[config.mk]
export PLATFORM = sky130hd
export DESIGN_NAME = mdio_master
export DESIGN_NICKNAME = d
export VERILOG_FILES = /design/src/rtl/mdio_master.sv
export SDC_FILE = /design/constraint.sdc
export NUM_CORES = 1
export LEC_CHECK = 0
export BUFFER_PORTS_ARGS = -buffer_cell sky130_fd_sc_hd__buf_2
export CORE_ASPECT_RATIO = 1.5
export CORE_UTILIZATION = 50
export DETAILED_ROUTE_END_ITERATION = 12
export HOLD_SLACK_MARGIN = 0.1
export PLACE_DENSITY = 0.71
export SYNTH_ARGS = -nofsm -noshare
export SYNTH_HDL_FRONTEND = slang
export SYNTH_SLANG_ARGS = --single-unit
export TNS_END_PERCENT = 5
[constraint.sdc]
create_clock -name clk -period 3.6 [get_ports clk]
set_input_delay 0.9 -clock clk [delete_from_list [all_inputs] [get_ports clk]]
set_output_delay 0.9 -clock clk [all_outputs]
set_load 0.05 [all_outputs]
[src/rtl/mdio_master.sv]
// mdio_master: IEEE 802.3 Clause 22 MDIO initiator for PHY register reads and writes.
// The MDIO line is split into mdio_out / mdio_en / mdio_in. The tristate buffer
// belongs at the chip top level.
// Optional feature: define MDIO_PRE_SUPPRESS_EN so that only the first frame
// after reset carries the preamble.
module mdio_master #(
  parameter int unsigned CLK_DIV      = 10,
  parameter int unsigned PREAMBLE_LEN = 32
) (
  input  logic        clk,
  input  logic        arst_n,
  input  logic        cmd_valid,
  output logic        cmd_ready,
  input  logic        cmd_write,
  input  logic [4:0]  cmd_phy_addr,
  input  logic [4:0]  cmd_reg_addr,
  input  logic [15:0] cmd_wdata,
  output logic        rsp_valid,
  output logic [15:0] rsp_rdata,
  output logic        rsp_err,
  output logic        mdc,
  output logic        mdio_out,
  output logic        mdio_en,
  input  logic        mdio_in
);

  if (CLK_DIV < 2) begin : g_bad_clk_div
    $fatal(1, "mdio_master: CLK_DIV must be >= 2");
  end

  localparam int unsigned PH_W    = $clog2(2 * CLK_DIV);
  localparam int unsigned CNT_MAX = (PREAMBLE_LEN > 16) ? PREAMBLE_LEN : 16;
  localparam int unsigned BIT_W   = $clog2(CNT_MAX + 1);

  localparam logic [PH_W-1:0]  PH_RISE   = PH_W'(CLK_DIV - 1);
  localparam logic [PH_W-1:0]  PH_LAST   = PH_W'(2 * CLK_DIV - 1);
  localparam logic [BIT_W-1:0] PRE_LAST  = BIT_W'(PREAMBLE_LEN - 1);
  localparam logic [BIT_W-1:0] HDR_LAST  = BIT_W'(13);
  localparam logic [BIT_W-1:0] TA_LAST   = BIT_W'(1);
  localparam logic [BIT_W-1:0] DATA_LAST = BIT_W'(15);

  typedef enum logic [2:0] {
    S_IDLE,
    S_PRE,
    S_HDR,
    S_TA,
    S_DATA,
    S_DONE
  } state_e;

  state_e            state_q, state_d;
  logic [PH_W-1:0]   ph_q, ph_d;
  logic [BIT_W-1:0]  bit_q, bit_d;
  logic [31:0]       sh_q, sh_d;
  logic [15:0]       rd_q, rd_d;
  logic              write_q, write_d;
  logic              ta_err_q, ta_err_d;
  logic              mdc_q, mdc_d;
  logic              out_q, out_d;
  logic              en_q, en_d;
  logic [15:0]       rsp_rdata_q, rsp_rdata_d;
  logic              rsp_err_q, rsp_err_d;

  logic              skip_pre;
  logic [31:0]       frame_w;

  // ST, OP, PHYAD, REGAD, then TA + data for writes; reads park TA/data at 1
  // since the line is released for those bits anyway.
  assign frame_w = {2'b01, (cmd_write ? 2'b01 : 2'b10), cmd_phy_addr, cmd_reg_addr,
                    (cmd_write ? {2'b10, cmd_wdata} : 18'h3FFFF)};

`ifdef MDIO_PRE_SUPPRESS_EN
  logic pre_sent_q, pre_sent_d;

  // Remember that a preamble has gone out since reset.
  always_ff @(posedge clk or negedge arst_n) begin
    if (!arst_n) begin
      pre_sent_q <= 1'b0;
    end else begin
      pre_sent_q <= pre_sent_d;
    end
  end

  // Set on the first accepted command.
  always_comb begin
    pre_sent_d = pre_sent_q;
    if (state_q == S_IDLE && cmd_valid) begin
      pre_sent_d = 1'b1;
    end
  end

  assign skip_pre = pre_sent_q || (PREAMBLE_LEN == 0);
`else
  assign skip_pre = (PREAMBLE_LEN == 0);
`endif

  assign cmd_ready = (state_q == S_IDLE);
  assign rsp_valid = (state_q == S_DONE);
  assign rsp_rdata = rsp_rdata_q;
  assign rsp_err   = rsp_err_q;
  assign mdc       = mdc_q;
  assign mdio_out  = out_q;
  assign mdio_en   = en_q;

  // FSM state register.
  always_ff @(posedge clk or negedge arst_n) begin
    if (!arst_n) begin
      state_q <= S_IDLE;
    end else begin
      state_q <= state_d;
    end
  end

  // Datapath and pin registers.
  always_ff @(posedge clk or negedge arst_n) begin
    if (!arst_n) begin
      ph_q        <= '0;
      bit_q       <= '0;
      sh_q        <= '0;
      rd_q        <= '0;
      write_q     <= 1'b0;
      ta_err_q    <= 1'b0;
      mdc_q       <= 1'b0;
      out_q       <= 1'b1;
      en_q        <= 1'b0;
      rsp_rdata_q <= '0;
      rsp_err_q   <= 1'b0;
    end else begin
      ph_q        <= ph_d;
      bit_q       <= bit_d;
      sh_q        <= sh_d;
      rd_q        <= rd_d;
      write_q     <= write_d;
      ta_err_q    <= ta_err_d;
      mdc_q       <= mdc_d;
      out_q       <= out_d;
      en_q        <= en_d;
      rsp_rdata_q <= rsp_rdata_d;
      rsp_err_q   <= rsp_err_d;
    end
  end

  // Next-state, bit timing, pin values and read capture.
  always_comb begin
    state_d     = state_q;
    ph_d        = ph_q;
    bit_d       = bit_q;
    sh_d        = sh_q;
    rd_d        = rd_q;
    write_d     = write_q;
    ta_err_d    = ta_err_q;
    mdc_d       = mdc_q;
    out_d       = out_q;
    en_d        = en_q;
    rsp_rdata_d = rsp_rdata_q;
    rsp_err_d   = rsp_err_q;

    case (state_q)
      S_IDLE: begin
        if (cmd_valid) begin
          write_d  = cmd_write;
          ph_d     = '0;
          bit_d    = '0;
          mdc_d    = 1'b0;
          en_d     = 1'b1;
          ta_err_d = 1'b0;
          rd_d     = '0;
          if (skip_pre) begin
            state_d = S_HDR;
            out_d   = frame_w[31];
            sh_d    = {frame_w[30:0], 1'b0};
          end else begin
            state_d = S_PRE;
            out_d   = 1'b1;
            sh_d    = frame_w;
          end
        end
      end

      S_PRE, S_HDR, S_TA, S_DATA: begin
        ph_d = ph_q + PH_W'(1);

        // MDC rising edge: the PHY's bit is sampled here.
        if (ph_q == PH_RISE) begin
          mdc_d = 1'b1;
          if (!write_q && state_q == S_TA && bit_q == TA_LAST) begin
            ta_err_d = mdio_in;
          end
          if (!write_q && state_q == S_DATA) begin
            rd_d = {rd_q[14:0], mdio_in};
          end
        end

        // End of bit: advance and present the next bit with MDC low.
        if (ph_q == PH_LAST) begin
          ph_d  = '0;
          mdc_d = 1'b0;
          bit_d = bit_q + BIT_W'(1);
          case (state_q)
            S_PRE:  if (bit_q == PRE_LAST)  begin state_d = S_HDR;  bit_d = '0; end
            S_HDR:  if (bit_q == HDR_LAST)  begin state_d = S_TA;   bit_d = '0; end
            S_TA:   if (bit_q == TA_LAST)   begin state_d = S_DATA; bit_d = '0; end
            S_DATA: if (bit_q == DATA_LAST) begin state_d = S_DONE; bit_d = '0; end
            default: ;
          endcase

          if (state_d == S_DONE) begin
            out_d       = 1'b1;
            en_d        = 1'b0;
            rsp_rdata_d = write_q ? 16'h0000 : rd_q;
            rsp_err_d   = write_q ? 1'b0 : ta_err_q;
          end else if (state_d == S_PRE) begin
            out_d = 1'b1;
            en_d  = 1'b1;
          end else begin
            out_d = sh_q[31];
            sh_d  = {sh_q[30:0], 1'b0};
            en_d  = write_q || (state_d == S_HDR);
          end
        end
      end

      S_DONE: begin
        state_d = S_IDLE;
      end

      default: begin
        state_d = S_IDLE;
      end
    endcase
  end

endmodule

==> results of run 1 <==
## worst max-delay path, stage by stage (launching register included)
cell and delay, ns:
dfrtp_1 0.41, ha_1 0.25, nor4bb_1 0.32, buf_4 0.22
o211ai_1 0.29, a21oi_4 0.88, mux2_2 0.43
## cell families (layout without fill, tap and decap cells)
family	Yosys count	in the layout	share of synthesized area (%)
AND/OR/NAND/NOR	148	148	16.00
AO/OA/AOI/OAI	86	86	12.91
flip-flops	84	84	48.54
buffers and inverters	72	119	6.988
multiplexers	51	51	14.01
adder cells (fa/ha/maj)	4	4	1.155
XOR/XNOR	2	2	0.4043
## worst min-delay path by stage
stage | from | endpoint | slack (ns) | cells after the start
global route | rd_q[8]$_DFFE_PN0P_ | rd_q[9]$_DFFE_PN0P_ | 0.52 | 2
CTS | rd_q[3]$_DFFE_PN0P_ | rd_q[4]$_DFFE_PN0P_ | 0.51 | 2
floorplan | ta_err_q$_DFFE_PN0P_ | ta_err_q$_DFFE_PN0P_ | 0.46 | 2
global placement | rd_q[3]$_DFFE_PN0P_ | rd_q[4]$_DFFE_PN0P_ | 0.48 | 2
detailed placement | rd_q[11]$_DFFE_PN0P_ | rd_q[12]$_DFFE_PN0P_ | 0.49 | 2
finish | rd_q[3]$_DFFE_PN0P_ | rd_q[4]$_DFFE_PN0P_ | 0.50 | 2
## layer usage
layer / track usage, % / routed length [um]
met5: 0 / 0
met4: 9.136 / 153
met3: 4.961 / 366
met2: 35.46 / 4391
met1: 27.40 / 3871
## power by group through the flow
| stage | combinational (uW) | sequential [uW] | clock, uW |
|---|---|---|---|
| finish | 41.0 | 944 | 1020 |
| global route | 47.8 | 943 | 1080 |
| global placement | 42.6 | 961 | 0 |
| detailed placement | 43.3 | 961 | 0 |
| CTS | 43.4 | 944 | 1040 |
| floorplan | 6.34 | 962 | 0 |
## placed cells by master (no fill, tap or decap), drive strengths merged, types with 4 or more instances in the layout
master / n
nand4: 4
nor2: 48
a21oi: 9
buf: 59
inv: 46
nand3: 23
ha: 4
o31ai: 5
a31oi: 16
o211ai: 4
nor2b: 4
mux2: 47
mux2i: 4
nand2: 50
o21ai: 33
clkbuf: 10
dfrtp: 83
## final cells by class
cell class	instances	area share [%]
Sequential cell	84	42.14
Multi-Input combinational cell	291	38.88
Tap cell	107	2.682
Timing Repair Buffer	59	6.317
Inverter	44	3.309
Clock inverter	6	1.880
Clock buffer	10	4.788
## sequential cells by signal (all words and copies together), names as in the netlist, 3 cells and up
name / count
bit_q: 6
sh_q: 32
ph_q: 5
rd_q: 16
rsp_rdata: 16
state_q: 3
## per-stage QoR
stage	hold WS (ns)	util, %
3_5_place_dp	0.4912	55.37
6_report	0.5027	59.32
2_1_floorplan	0.4619	-
4_1_cts	0.5055	59.32
3_3_place_gp	0.4768	55.37
5_1_grt	0.5206	59.32
==> run_results.csv, run 1 <==
group,metric,value,unit
global_routing,grt_max_degree,85,
synthesis,avgSynthCellArea,9.693,um2
sta,tightest_slew,1.036,ns
synthesis,yosys_warnings,0,
sta,setup_viol,0,
route,drt_iter0_drc,261,
min_path,hold_class,"reg -> reg",
synthesis,synth_area,4333,um2
floorplanning,core-area,8413,um2
route,wire_per_inst,14.61,um
critical_path,r2r-start,"ph_q[0]$_DFFE_PN0P_",
placed_design,place_hpwl,5704,um
power_and_ir_drop,net-switching-power,416.7,uW
critical_path,critical_path_required,3.82,ns
final_layout,drive_gt1_share,26.72,%
synthesis,synth.distinct_cells,51,
route,via_count,3328,
critical_path,critPathLaunch,"ph_q[0]$_DFFE_PN0P_",
final_layout,diodes,0,
sta,rsz0062_at_grt,"false",
final_layout,fillers,761,
floorplanning,die_area,9049,um2
global_routing,grt-ovfl-total,0,
floorplanning,die_h,116.0,um
clock_tree,cts_resized,0,
critical_path,cp-start-kind,"register",
clock_tree,cts_hold_buf,0,
critical_path,r2r_cells,6,
clock_tree,cts_buffers,9,
sta,timing.final.hold_violations,0,
route,drt-vias-per-instance,5.537,
sta,fin_crit_sh,81.16,%
sta,relSlewSlack,30.91,%
critical_path,cp_max_fo,32,
route,ant_nets,0,
power_and_ir_drop,clockPowerShare,50.9,%
global_routing,grt_pass1_wl,15080,um
global_routing,grt_use_total,21.55,%
critical_path,crit_type,"reg -> reg",
synthesis,synth-seq-cells,84,
sta,finalClockSkew,0.006400,ns
synthesis,yosysMostFrequentCell,"dfrtp_1",
sta,period_needed,2.922,ns
placed_design,dpl_cell_area,4658,um2
power_and_ir_drop,power_leakage,0.002510,uW
route,drt-total-wl,8783,um
synthesis,synth_top_area_share,47.94,%
synthesis,yosysSeqAreaShare,48.54,%
clock_tree,clk_pin_slew,0.06,ns
critical_path,r2r_end,"sh_q[11]$_DFFE_PN0P_",
synthesis,synth_edf_count,0,
critical_path,end_kind,"register",
critical_path,arrival,3.14,ns
power_and_ir_drop,p_per_area,402.3,nW/um2
power_and_ir_drop,total_power,2008,uW
global_routing,antenna_found_initial,0,
final_layout,final-seq-area,2103,um2
floorplanning,num_io_pins,53,
critical_path,reg2reg_slack,0.68,ns
clock_tree,cts_sinks,84,
power_and_ir_drop,swShare,20.75,%
placed_design,gp_congestion,0.8570,
synthesis,synthFlopType,"dfrtp_1",
sta,timing.setup.tns,0,ns
route,drc_errors,0,
clock_tree,cts-root-buf,"clkbuf_16",
synthesis,synthArstFlopShare,100.0,%
synthesis,netlist_top_cells_count,"dfrtp_1, nand2_1, nor2_1, inv_1, mux2_2",
clock_tree,htreeDepth,3,
power_and_ir_drop,pwr-share-comb,2.0,%
final_layout,nets,524,
power_and_ir_drop,peakVddDrop,0.2837,mV
final_layout,stdcell_count,601,
synthesis,synth_top_area_cell,"dfrtp_1",
route,drt_first_pass_iters,4,
synthesis,syn_inst,447,
clock_tree,clk_latency,0.34,ns
job,maxCapViolCount,0,
synthesis,synth_nets,482,
sta,fmax,342.3,MHz
floorplanning,initial_core_util,51.50,%
floorplanning,rows,41,
clock_tree,cts_setup_buffers,0,
clock_tree,cts.path.max_buffers,2,
final_layout,multi_input_area,1941,um2
floorplanning,fp.dieW,78.01,um
power_and_ir_drop,power_frac_seq,47.0,%
clock_tree,cts_tree,"done",
sta,timing.final.ws_setup,0.6782,ns
global_routing,grt_pass1_vias,3198,
sta,slew_viol_final,0,
outcome,status,"finished clean",
placed_design,io_buffers,52,
placed_design,place_ws,0.6364,ns
power_and_ir_drop,internal_power,1591,uW
critical_path,crit_end,"sh_q[11]$_DFFE_PN0P_",
final_layout,syn2layout_area_growth,15.19,%
final_layout,finalInstanceArea,4991,um2
placed_design,dp.cells,585,
synthesis,yosys-top-cells-area,"dfrtp_1, mux2_2, nand2_1, nor2_1, inv_1",
Power figures use the tool's default switching activity.
==> run 2: changes to the inputs <==
--- a/config.mk
+++ b/config.mk
@@ -10,7 +10,7 @@
 export CORE_UTILIZATION = 50
 export DETAILED_ROUTE_END_ITERATION = 12
 export HOLD_SLACK_MARGIN = 0.1
-export PLACE_DENSITY = 0.71
+export PLACE_DENSITY = 0.74
 export SYNTH_ARGS = -nofsm -noshare
 export SYNTH_HDL_FRONTEND = slang
 export SYNTH_SLANG_ARGS = --single-unit
==> constraint.sdc (replaced) <==
create_clock -name clk -period 2.6 [get_ports clk]
set_input_delay 0.65 -clock clk [delete_from_list [all_inputs] [get_ports clk]]
set_output_delay 0.65 -clock clk [all_outputs]
set_load 0.05 [all_outputs]
==> run 2 against run 1 <==
Net effect: sequential power is 39% higher; total power rose by 32%; clock skew shrank 0.0025 ns; global-route usage fell by 0.099 points; via count fell by 0.57%; utilization grew 0.95 points; register-to-register slack worse by 0.57 ns; maximum frequency is 17% higher; final cell count grew 1.3%; largest power group is now sequential cells; cell area increased by 1.6%.
==> run_results.csv, run 2 (same netlist as run 1, synthesis figures left out) <==
group,metric,value,unit
floorplanning,initial_core_util,51.50,%
floorplanning,fp.dieW,78.01,um
floorplanning,core-area,8413,um2
route,drt_iter0_drc,238,
clock_tree,htreeDepth,3,
sta,timing.setup.tns,0,ns
global_routing,met1_usage,24.51,%
critical_path,path_cells,"ha_1 > and4bb_1 > nor2b_1 > a22o_1 > a2111oi_4 > buf_12 > mux2_2",
global_routing,antenna_found_initial,0,
route,drt-vias-per-instance,5.433,
sta,tightest_slew,0.7677,ns
global_routing,grt_use_met3,5.039,%
clock_tree,cts.path.max_buffers,2,
clock_tree,cts_sinks,84,
sta,setup_viol,0,
placed_design,place_hpwl,6076,um
clock_tree,cts-root-buf,"clkbuf_16",
global_routing,grtUsageMet2,37.70,%
floorplanning,die_h,116.0,um
final_layout,diodes,0,
final_layout,largest_reg_flops,32,
power_and_ir_drop,peakVddDrop,0.4389,mV
critical_path,crit_type,"reg -> reg",
critical_path,cp_max_fo,17,
critical_path,critical_path_required,2.82,ns
sta,fin_crit_sh,95.92,%
global_routing,grt_pass1_wl,14970,um
final_layout,finalInstanceArea,5071,um2
sta,period_needed,2.494,ns
floorplanning,rows,41,
min_path,hold_class,"in -> async",
clock_tree,cts_hold_buf,0,
critical_path,arrival,2.71,ns
critical_path,cp-start-kind,"register",
final_layout,layout_commonest_cell,"dfrtp_1",
placed_design,io_buffers,52,
final_layout,nets,532,
job,maxCapViolCount,0,
placed_design,gp_congestion,0.8545,
final_layout,drive_gt1_share,27.69,%
route,wire_per_inst,14.65,um
floorplanning,num_io_pins,53,
clock_tree,cts_resized,0,
global_routing,grt-ovfl-total,0,
critical_path,cp_slowest_cell,"dfrtp_1",
sta,fmax,401.0,MHz
clock_tree,clk_latency,0.33,ns
placed_design,dpl_cell_area,4767,um2
final_layout,syn2layout_area_growth,17.04,%
outcome,status,"finished clean",
critical_path,r2r-start,"bit_q[0]$_DFFE_PN0P_",
floorplanning,die_area,9049,um2
power_and_ir_drop,p_per_area,523.3,nW/um2
clock_tree,cts_buffers,9,
final_layout,regMostFlops,"sh_q",
critical_path,slowest_delay,0.44,ns
sta,timing.final.hold_violations,0,
critical_path,end_kind,"register",
sta,slew_viol_final,0,
global_routing,grt_use_total,21.45,%
clock_tree,cts_setup_buffers,0,
clock_tree,cts_tree,"done",
route,ant_nets,0,
power_and_ir_drop,power_leakage,0.002543,uW
global_routing,grt.busiest_layer,"met2",
route,via_count,3309,
sta,finalClockSkew,0.003893,ns
critical_path,r2r_end,"rsp_rdata[1]$_DFFE_PN0P_",
critical_path,reg2reg_slack,0.11,ns
critical_path,r2r_cells,7,
route,drt-total-wl,8923,um
global_routing,grt_pass1_vias,3291,
route,drc_errors,0,
final_layout,layout_common_cells,"dfrtp_1, buf_2, nand2_1",
sta,relSlewSlack,48.82,%
sta,rsz0062_at_grt,"false",
clock_tree,clk_pin_slew,0.06,ns
route,drt_first_pass_iters,4,
global_routing,grt_max_degree,48,
run 2: worst max-delay path: cells and delay by family (launching register included):
kind | cells | cell delay [ns]
mux | 1 | 0.35
simple gates | 2 | 0.43
buf+inv | 1 | 0.22
flops | 1 | 0.44
compound gates | 2 | 0.65
fa+ha+maj | 1 | 0.29
run 2: metal layers:
metal | share of wire, % | up-vias
li1 | - | 1628
met1 | 41 | 1581
met2 | 52 | 84
met3 | 3.4 | 16
met4 | 3.1 | 0
met5 | 0 | -
run 2: worst max path at each step:
| stage | cells after the start | slack [ns] | end | from |
|---|---|---|---|---|
| final | 7 | 0.11 | rsp_rdata[1]$_DFFE_PN0P_ | bit_q[0]$_DFFE_PN0P_ |
| after global routing | 8 | 0.003 | rsp_rdata[3]$_DFFE_PN0P_ | bit_q[1]$_DFFE_PN0P_ |
| after CTS | 7 | 0.12 | rsp_rdata[3]$_DFFE_PN0P_ | bit_q[0]$_DFFE_PN0P_ |
| after detailed placement | 7 | 0.13 | rsp_rdata[1]$_DFFE_PN0P_ | bit_q[0]$_DFFE_PN0P_ |
| after global placement | 7 | 0.19 | rsp_rdata[3]$_DFFE_PN0P_ | bit_q[0]$_DFFE_PN0P_ |
| after floorplan | 6 | 0.05 | sh_q[0]$_DFFE_PN0P_ | state_q[0]$_DFFE_PN0P_ |
run 2: power breakdown:
part / internal (uW) / switching (uW)
Sequential: 1310 / 0
Clock: 793 / 491
Combinational: 21.6 / 40.4
run 2: layout make-up:
type                    count  area [um2]
clock buffers              12       256.5
fillers                   723        3342
clock inverters             4       47.55
flip-flops and latches     84        2103
multi-input cells         291        1939
well taps                 107       133.9
inverters                  44       165.2
repair buffers             67       425.4
run 2: metrics by stage:
stage	instances	worst slack, ns	power, uW	utilization (%)	hold WS [ns]
finish	609	0.1061	2654	60.28	0.3136
global route	609	0.003396	2742	60.28	0.3486
CTS	609	0.1229	2684	60.28	0.3278
global placement	593	0.1926	1394	56.66	0.4792
detailed placement	593	0.1278	1395	56.66	0.4903
floorplan	447	0.05286	1340	-	0.3544
